$ cat src/rtl/td4_pkg.sv
// td4_pkg: shared opcodes, ALU source encodings and sequencer states for the TD4 fetch/decode stage
package td4_pkg;
  localparam int N = 4;
  localparam logic [3:0] OP_ADD_A  = 4'h0;
  localparam logic [3:0] OP_MOV_AB = 4'h1;
  localparam logic [3:0] OP_IN_A   = 4'h2;
  localparam logic [3:0] OP_MOV_AI = 4'h3;
  localparam logic [3:0] OP_MOV_BA = 4'h4;
  localparam logic [3:0] OP_ADD_B  = 4'h5;
  localparam logic [3:0] OP_IN_B   = 4'h6;
  localparam logic [3:0] OP_MOV_BI = 4'h7;
  localparam logic [3:0] OP_OUT_B  = 4'h9;
  localparam logic [3:0] OP_OUT_I  = 4'hB;
  localparam logic [3:0] OP_JNC    = 4'hE;
  localparam logic [3:0] OP_JMP    = 4'hF;
  localparam logic [1:0] SRC_A    = 2'b00;
  localparam logic [1:0] SRC_B    = 2'b01;
  localparam logic [1:0] SRC_IN   = 2'b10;
  localparam logic [1:0] SRC_ZERO = 2'b11;
  typedef enum logic [1:0] {ST_LOAD, ST_RUN, ST_FAULT} state_t;
endpackage

$ cat src/rtl/td4_decoder.sv
// td4_decoder: combinational opcode decode into active-low load strobes, ALU source and jump load
module td4_decoder
  import td4_pkg::*;
(
  input  logic [3:0] op,
  input  logic       c,
  output logic       ld_a,
  output logic       ld_b,
  output logic       ld_out,
  output logic       cs_pc,
  output logic [1:0] sel,
  output logic       illegal
);
  always_comb begin
    ld_a    = 1'b1;
    ld_b    = 1'b1;
    ld_out  = 1'b1;
    cs_pc   = 1'b1;
    sel     = SRC_ZERO;
    illegal = 1'b0;
    case (op)
      OP_ADD_A:  begin sel = SRC_A;    ld_a = 1'b0; end
      OP_MOV_AB: begin sel = SRC_B;    ld_a = 1'b0; end
      OP_IN_A:   begin sel = SRC_IN;   ld_a = 1'b0; end
      OP_MOV_AI: begin sel = SRC_ZERO; ld_a = 1'b0; end
      OP_MOV_BA: begin sel = SRC_A;    ld_b = 1'b0; end
      OP_ADD_B:  begin sel = SRC_B;    ld_b = 1'b0; end
      OP_IN_B:   begin sel = SRC_IN;   ld_b = 1'b0; end
      OP_MOV_BI: begin sel = SRC_ZERO; ld_b = 1'b0; end
      OP_OUT_B:  begin sel = SRC_B;    ld_out = 1'b0; end
      OP_OUT_I:  begin sel = SRC_ZERO; ld_out = 1'b0; end
      OP_JNC:    cs_pc = c;
      OP_JMP:    cs_pc = 1'b0;
      default:   illegal = 1'b1;
    endcase
  end
endmodule

$ cat src/rtl/instruction_sequencer.sv
// instruction_sequencer: program memory, LOAD/RUN/FAULT control and carry flag feeding the program counter
module instruction_sequencer
  import td4_pkg::*;
(
  input  logic           clk,
  input  logic           clr,
  input  logic [N-1:0]   pc,
  input  logic           we,
  input  logic [N-1:0]   wa,
  input  logic [2*N-1:0] wd,
  input  logic           run,
  input  logic           cin,
  output logic           cs_pc,
  output logic [N-1:0]   im,
  output logic           ld_a,
  output logic           ld_b,
  output logic           ld_out,
  output logic [1:0]     sel,
  output logic           ill,
  output logic           rdy
);
  state_t         state, state_nx;
  logic           c;
  logic [2*N-1:0] mem [2**N];
  logic [2*N-1:0] instr;
  logic           run_st;
  logic           d_ld_a, d_ld_b, d_ld_out, d_cs_pc, d_ill;
  logic [1:0]     d_sel;

  assign instr  = mem[pc];
  assign run_st = state == ST_RUN;

  td4_decoder u_dec (
    .op      (instr[2*N-1:N]),
    .c       (c),
    .ld_a    (d_ld_a),
    .ld_b    (d_ld_b),
    .ld_out  (d_ld_out),
    .cs_pc   (d_cs_pc),
    .sel     (d_sel),
    .illegal (d_ill)
  );

  // program memory survives clr so a reset can re-run the downloaded program
  always_ff @(posedge clk)
    if (state == ST_LOAD && we) mem[wa] <= wd;

  always_ff @(posedge clk or posedge clr)
    if (clr) begin
      state <= ST_LOAD;
      c     <= 1'b0;
      ill   <= 1'b0;
    end else begin
      state <= state_nx;
      if (run_st && !d_ill) c <= cin;
      if (run_st && d_ill) ill <= 1'b1;
    end

  always_comb begin
    state_nx = state;
    if (state == ST_LOAD && run && !we) state_nx = ST_RUN;
    if (run_st && d_ill) state_nx = ST_FAULT;
  end

  // outside RUN the counter is pinned: to 0 while loading, to itself after a fault
  always_comb begin
    cs_pc  = run_st ? d_cs_pc : 1'b0;
    im     = run_st ? instr[N-1:0] : (state == ST_FAULT ? pc : '0);
    ld_a   = run_st ? d_ld_a : 1'b1;
    ld_b   = run_st ? d_ld_b : 1'b1;
    ld_out = run_st ? d_ld_out : 1'b1;
    sel    = run_st ? d_sel : SRC_ZERO;
    rdy    = run_st;
  end
endmodule

$ cat config.mk
export PLATFORM = sky130hd
export DESIGN_NAME = instruction_sequencer
export DESIGN_NICKNAME = d
export VERILOG_FILES = /design/src/rtl/td4_pkg.sv /design/src/rtl/td4_decoder.sv /design/src/rtl/instruction_sequencer.sv
export SDC_FILE = /design/constraint.sdc
export NUM_CORES = 1
export LEC_CHECK = 0
export ABC_AREA = 1
export BUFFER_PORTS_ARGS = -buffer_cell sky130_fd_sc_hd__clkbuf_2
export CORE_UTILIZATION = 35
export DETAILED_ROUTE_END_ITERATION = 6
export HOLD_SLACK_MARGIN = 0.12
export MAX_ROUTING_LAYER = met4
export PLACE_DENSITY = 0.54
export SLEW_MARGIN = 20
export SYNTH_ARGS = -nofsm -noshare
export SYNTH_HDL_FRONTEND = slang
export SYNTH_SLANG_ARGS = --single-unit
$ cat constraint.sdc
create_clock -name clk -period 2.45 [get_ports clk]
set_input_delay 0.1225 -clock clk [delete_from_list [all_inputs] [get_ports clk]]
set_output_delay 0.1225 -clock clk [all_outputs]
set_load 0.1 [all_outputs]
==> results of run 1 <==
## area by class of cell
type                            instances  area (um2)  share of cell area (%)
Tap cell                              211         264                    3.79
Inverter                               35         136                    1.96
Multi-Input combinational cell        282        1340                    19.2
Clock inverter                         15         284                    4.08
Timing Repair Buffer                   63         568                    8.16
Sequential cell                       132        3940                    56.7
Clock buffer                           17         425                    6.11
## stage by stage
step | power (mW) | hold slack [ns] | area (um2)
2_1_floorplan | 2.69 | -0.111 | 5590
3_3_place_gp | 2.78 | -0.0130 | 6200
3_5_place_dp | 2.79 | 0.00270 | 6200
4_1_cts | 5.80 | 0.156 | 6960
5_1_grt | 5.93 | 0.176 | 6960
6_report | 5.76 | 0.152 | 6960
## power by group
part	total [mW]	switching (mW)	internal, mW
clock network	3.02	0.912	2.10
registers	2.48	0	2.48
logic	0.268	0.190	0.0780
## synthesized netlist by cell type (2+ instances only)
cell type / number
o211ai_2: 2
a21oi_1: 3
nand2_2: 4
nand4_1: 4
edfxtp_1: 128
nand2_1: 84
inv_1: 31
o21ai_0: 33
buf_4: 3
o21ai_1: 18
dfrtp_1: 4
nand3_1: 37
buf_2: 9
nor2_1: 68
o211ai_1: 5
o221ai_1: 9
buf_6: 7
o22ai_1: 7
clkbuf_1: 6
nand3_2: 3
inv_2: 2
## logic make-up after synthesis
logic type | share of synthesized area, %
flops | 70.6
compound gates | 8.31
simple gates | 15.6
buf+inv | 5.47
## state kept, by name, indices dropped and copies added (netlist names)
signal and cells:
ill 1, state 2, mem 128, c 1
## routing by layer
metal  part of all wire (%)  wire length, um  up-vias  GRT usage, %
met1                     45             5870     1801          21.4
met5                      0                0        -             -
met2                     48             6200      114          26.8
met3                    4.5              578       23          4.72
met4                    2.5              323        0          8.24
li1                       -                -     1779             -
## timing repair
item / 4_1_cts / 5_1_grt
hold buffers: 5 / 0
resized for setup: 0 / 0
hold endpoints to repair: 6 / 0
## worst register-to-register path: stages (launching register included)
cell and delay [ns]:
dfrtp_1 0.41, nor3_1 0.20, buf_4 0.19, nand3_1 0.13
nor2_1 0.40, buf_4 0.23
## path summary, 6_finish.rpt
kind | start | endpoint | slack [ns] | cells after the start
worst max-delay path | state[1] | sel[1] | 0.31 | 6
worst min-delay path | wd[0] | mem[10][0] | 0.15 | 1
worst max register to register | state[1] | mem[8][1] | 0.61 | 5
worst min register to register | ill | ill | 0.47 | 2
max in group asynchronous | clr | state[1] | 1.63 | 4
min in group asynchronous | clr | c | 0.67 | 4
==> flow_summary.ini, run 1 <==
[floorplan]
die_y_um = 128
dieArea_um2 = 16500
core_region_area_um2 = 15400
fp.dieW_um = 128
fp-row-count = 45
io_pins = 33
start_util_pct = 36.3

[routing]
ant_nets = 0
viasPerCell = 4.92
finalWirelength_mm = 13.0
firstDrtPassIters = 5
num_vias = 3717
wl_per_cell_um = 17.2
route.detailed.drc = 0
drt_iter0_markers = 482

[clock_tree]
cts_buffers = 17
cts_sinks = 132
clkTransAtPathRegs_ns = 0.06
cts_buffer_depth = 2
cts_tree = built
cts_root_buffer = clkbuf_16
htreeDepth = 4
postCtsSetupRepairBufs = 0
clk_latency_ns = 0.42

[timing]
timing.fmax_mhz = 468
fin_skew_ns = 0.00583
fin_tns_setup_ns = 0
min_period_ns = 2.14
setup_viol_count_final = 0
slew_headroom_pct = 59.2
slew_viol_final = 0
tightest_slew_ns = 0.611
rsz0062_at_grt = false
period_share_pct = 87.3
fin_ws_ns = 0.311
hold_violations = 0

[grt]
grt_pass1_vias = 3538
grtUsageTotal_pct = 17.5
grt_max_degree = 61
grt_pass1_wl_mm = 19.8
grt_overflow = 0
antenna_found_initial = 0

[synth]
synth_flop_cell = edfxtp_1
yosysSeqAreaShare_pct = 70.6
synth_top_area_share_pct = 68.8
ys_async_sr_fraction_pct = 3.03
synth_area_leaders = edfxtp_1 (69%), nand2_1 (5.6%), nor2_1 (4.6%), nand3_1 (3.3%), o21ai_0 (3.0%)
ys_types = 28
yosys_warnings = 0
netlist_instances = 474
yosysTopAreaCell = edfxtp_1
synth_seq_cells = 132
synth_edf_count = 128
avgSynthCellArea_um2 = 11.8
synth_area_um2 = 5580
synth_fp_nets = 495

[run_status]
status = finished clean

[placement]
dp.cells = 718
port_buffers = 32
hpwl_mm = 8.16
gp_congestion = 0.831
pre_cts_slack_ns = 0.532

[layout]
antenna_cells = 0
area_growth_pct = 24.6
layout_commonest_cell = edfxtp_1
fin_nets = 552
utilization_pct = 45.3
final_cell_mix = edfxtp_1 (128), nand2_1 (84), nor2_1 (68), nand3_1 (37)
final.fill_count = 1383
post_route_cells_drive_above_1_share_pct = 19.5
instances_no_fill = 755

[worst_setup_path]
cp_top_family = simple AND/OR/NAND/NOR gates
cpMaxStageDelayCell = dfrtp_1
worstPathRequired_ns = 2.33
cp_slowest_stage_delay_ns = 0.41
startpoint_type = register
path_cells = nor2_1 > buf_4 > inv_1 > a21oi_1 > nand3_1 > buf_12
arrival_ns = 2.02
cp.buffers_inverters = 3
critical_path_class = register to primary output
worst-path-max-fanout = 9
crit_path_end_kind = primary output

[power]
peakVddDrop_v = 0.000514
power.density_nw_per_um2 = 828
p_leak_nw = 2.58

[run]
cap_violations = 0

[worst_hold_path]
hold_class = input pin to register
No activity file was read; power rests on OpenSTA's default activity.
==> inputs of run 2 (changes only) <==
--- a/config.mk
+++ b/config.mk
@@ -6,12 +6,12 @@
 export NUM_CORES = 1
 export LEC_CHECK = 0
 export ABC_AREA = 1
-export BUFFER_PORTS_ARGS = -buffer_cell sky130_fd_sc_hd__clkbuf_2
 export CORE_UTILIZATION = 35
 export DETAILED_ROUTE_END_ITERATION = 6
+export DONT_BUFFER_PORTS = 1
 export HOLD_SLACK_MARGIN = 0.12
 export MAX_ROUTING_LAYER = met4
-export PLACE_DENSITY = 0.54
+export PLACE_DENSITY = 0.52
 export SLEW_MARGIN = 20
 export SYNTH_ARGS = -nofsm -noshare
 export SYNTH_HDL_FRONTEND = slang
==> run 2 against run 1 <==
Compared with the run above: register-to-register slack better by 0.08 ns; utilization down 1.8 points; first-iteration DRC count down 29%; clock skew is 0.00081 ns lower; clock power decreased by 11%; non-clock buffer count is 20 lower; sequential cell count did not move.
==> flow_summary.ini, run 2 (synthesized netlist as in run 1, its figures left out) <==
[power]
swShare_pct = 19.4
peakVddDrop_v = 0.000515
p_comb_share_pct = 4.1
switchingPower_mw = 1.04
power.internal_mw = 4.33
pwr-share-seq_pct = 46.1
fin_total_pwr_mw = 5.38
clockPowerShare_pct = 49.8
p_leak_nw = 2.41
power.density_nw_per_um2 = 804

[routing]
wl_per_cell_um = 17.8
drt_iter0_markers = 341
ant_nets = 0
route.detailed.drc = 0
finalWirelength_mm = 13.1
num_vias = 3656
firstDrtPassIters = 5
viasPerCell = 4.97

[layout]
regMostFlops = mem
multi_input_area_um2 = 1360
largest_register_ff_count = 128
fin_nets = 532
layout_commonest_cell = edfxtp_1
final.fill_count = 1372
post_route_cells_drive_above_1_share_pct = 14.9
reg_top3 = mem x128, state x2
antenna_cells = 0
final_cell_mix = edfxtp_1 (128), nand2_1 (84), nor2_1 (67), nand3_1 (37)
ff_latch_area_um2 = 3940
area_growth_pct = 19.7

[worst_setup_path]
reg2reg_from = state[1]
worst-path-max-fanout = 4
path_cells = inv_1 > nand2_1 > o21ai_2
startpoint_type = register
crit_path_end_kind = primary output
arrival_ns = 2.03
cp_slowest_stage_delay_ns = 0.91
cpMaxStageDelayCell = o21ai_2
cp-startpoint = state[0]
critical_path_class = register to primary output
worstPathRequired_ns = 2.33

[grt]
grt_pass1_wl_mm = 20.5
grt_max_degree = 71
grt_overflow = 0
grt_pass1_vias = 3739
antenna_found_initial = 0
grtUsageTotal_pct = 17.7

[timing]
timing.fmax_mhz = 464
period_share_pct = 88.0
fin_skew_ns = 0.00503
setup_viol_count_final = 0
rsz0062_at_grt = false
tightest_slew_ns = 1.10
hold_violations = 0
fin_tns_setup_ns = 0
slew_viol_final = 0
slew_headroom_pct = 26.9
min_period_ns = 2.16

[clock_tree]
htreeDepth = 4
postCtsSetupRepairBufs = 0
cts_buffer_depth = 2
cts_buffers = 17
clk_latency_ns = 0.41
cts_root_buffer = clkbuf_16
cts_tree = built
clkTransAtPathRegs_ns = 0.05
cts_sinks = 132

[placement]
port_buffers = 0
gp_congestion = 0.813
hpwl_mm = 7.91

[run]
cap_violations = 0

[floorplan]
core_region_area_um2 = 15400
fp-row-count = 45
die_y_um = 128
io_pins = 33
fp.dieW_um = 128
start_util_pct = 36.3
dieArea_um2 = 16500

[run_status]
status = finished clean

[worst_hold_path]
hold_class = input pin to register
min_from = pc[3]
-- run 2: cell count changes in the layout (fill, tap and decap cells not counted), sizes merged --
cell	previous run	this run
clkbuf	39	20
dlygate4sd3	5	14
buf	36	29
bufinv	8	5
-- run 2: area by class of cell --
class                      instances  area share (%)
timing repair buffer              43            5.35
inverter                          35            2.04
tap                              211            3.95
multi-input combinational        282            20.4
sequential                       132            59.0
clock inverter                    12            2.77
clock buffer                      20            6.53
-- run 2: final timing paths --
kind / end / slack (ns) / cells after the start
min in group asynchronous: state[1] / 0.58 / 3
min reg2reg: c / 0.50 / 2
min: ill / 0.17 / 4
max reg2reg: mem[8][2] / 0.69 / 5
max in group asynchronous: ill / 1.70 / 3
max: im[2] / 0.29 / 3
-- run 2: power by group through the flow --
stage | logic (mW) | registers [mW] | clock network, mW
finish | 0.221 | 2.48 | 2.68
global route | 0.247 | 2.48 | 2.80
CTS | 0.222 | 2.48 | 2.71
detailed placement | 0.170 | 2.52 | 0
global placement | 0.169 | 2.52 | 0
floorplan | 0.171 | 2.52 | 0
-- run 2: per-stage QoR --
| stage | std cells | utilization (%) | setup slack [ns] | instance area, um2 | hold slack (ns) |
|---|---|---|---|---|---|
| after detailed placement | 689 | 38.5 | 0.569 | 5920 | -0.0956 |
| after global routing | 735 | 43.5 | 0.174 | 6690 | 0.184 |
| after CTS | 735 | 43.5 | 0.250 | 6690 | 0.151 |
| after floorplan | 474 | - | 0.0619 | 5590 | -0.111 |
| after global placement | 689 | 38.5 | 0.564 | 5920 | -0.0993 |
| final | 735 | 43.5 | 0.293 | 6690 | 0.168 |
-- run 2: timing repair --
item | 4_1_cts | 5_1_grt
gates resized for setup | 0 | 0
hold buffers | 14 | 0
hold endpoints to repair | 137 | 0
-- run 2: per-layer routing --
metal,GRT usage (%),share of wire (%),vias up
li1,-,-,1745
met1,22.2,46,1778
met2,27.7,47,109
met3,3.42,4.6,24
met4,8.17,2.5,0
met5,-,0,-
-- run 2: worst max-delay path, delay by kind of cell (launching register included) --
kind            cells  cell delay, ns
buf+inv             1            0.12
compound gates      1            0.91
flops               1            0.37
simple gates        1            0.21
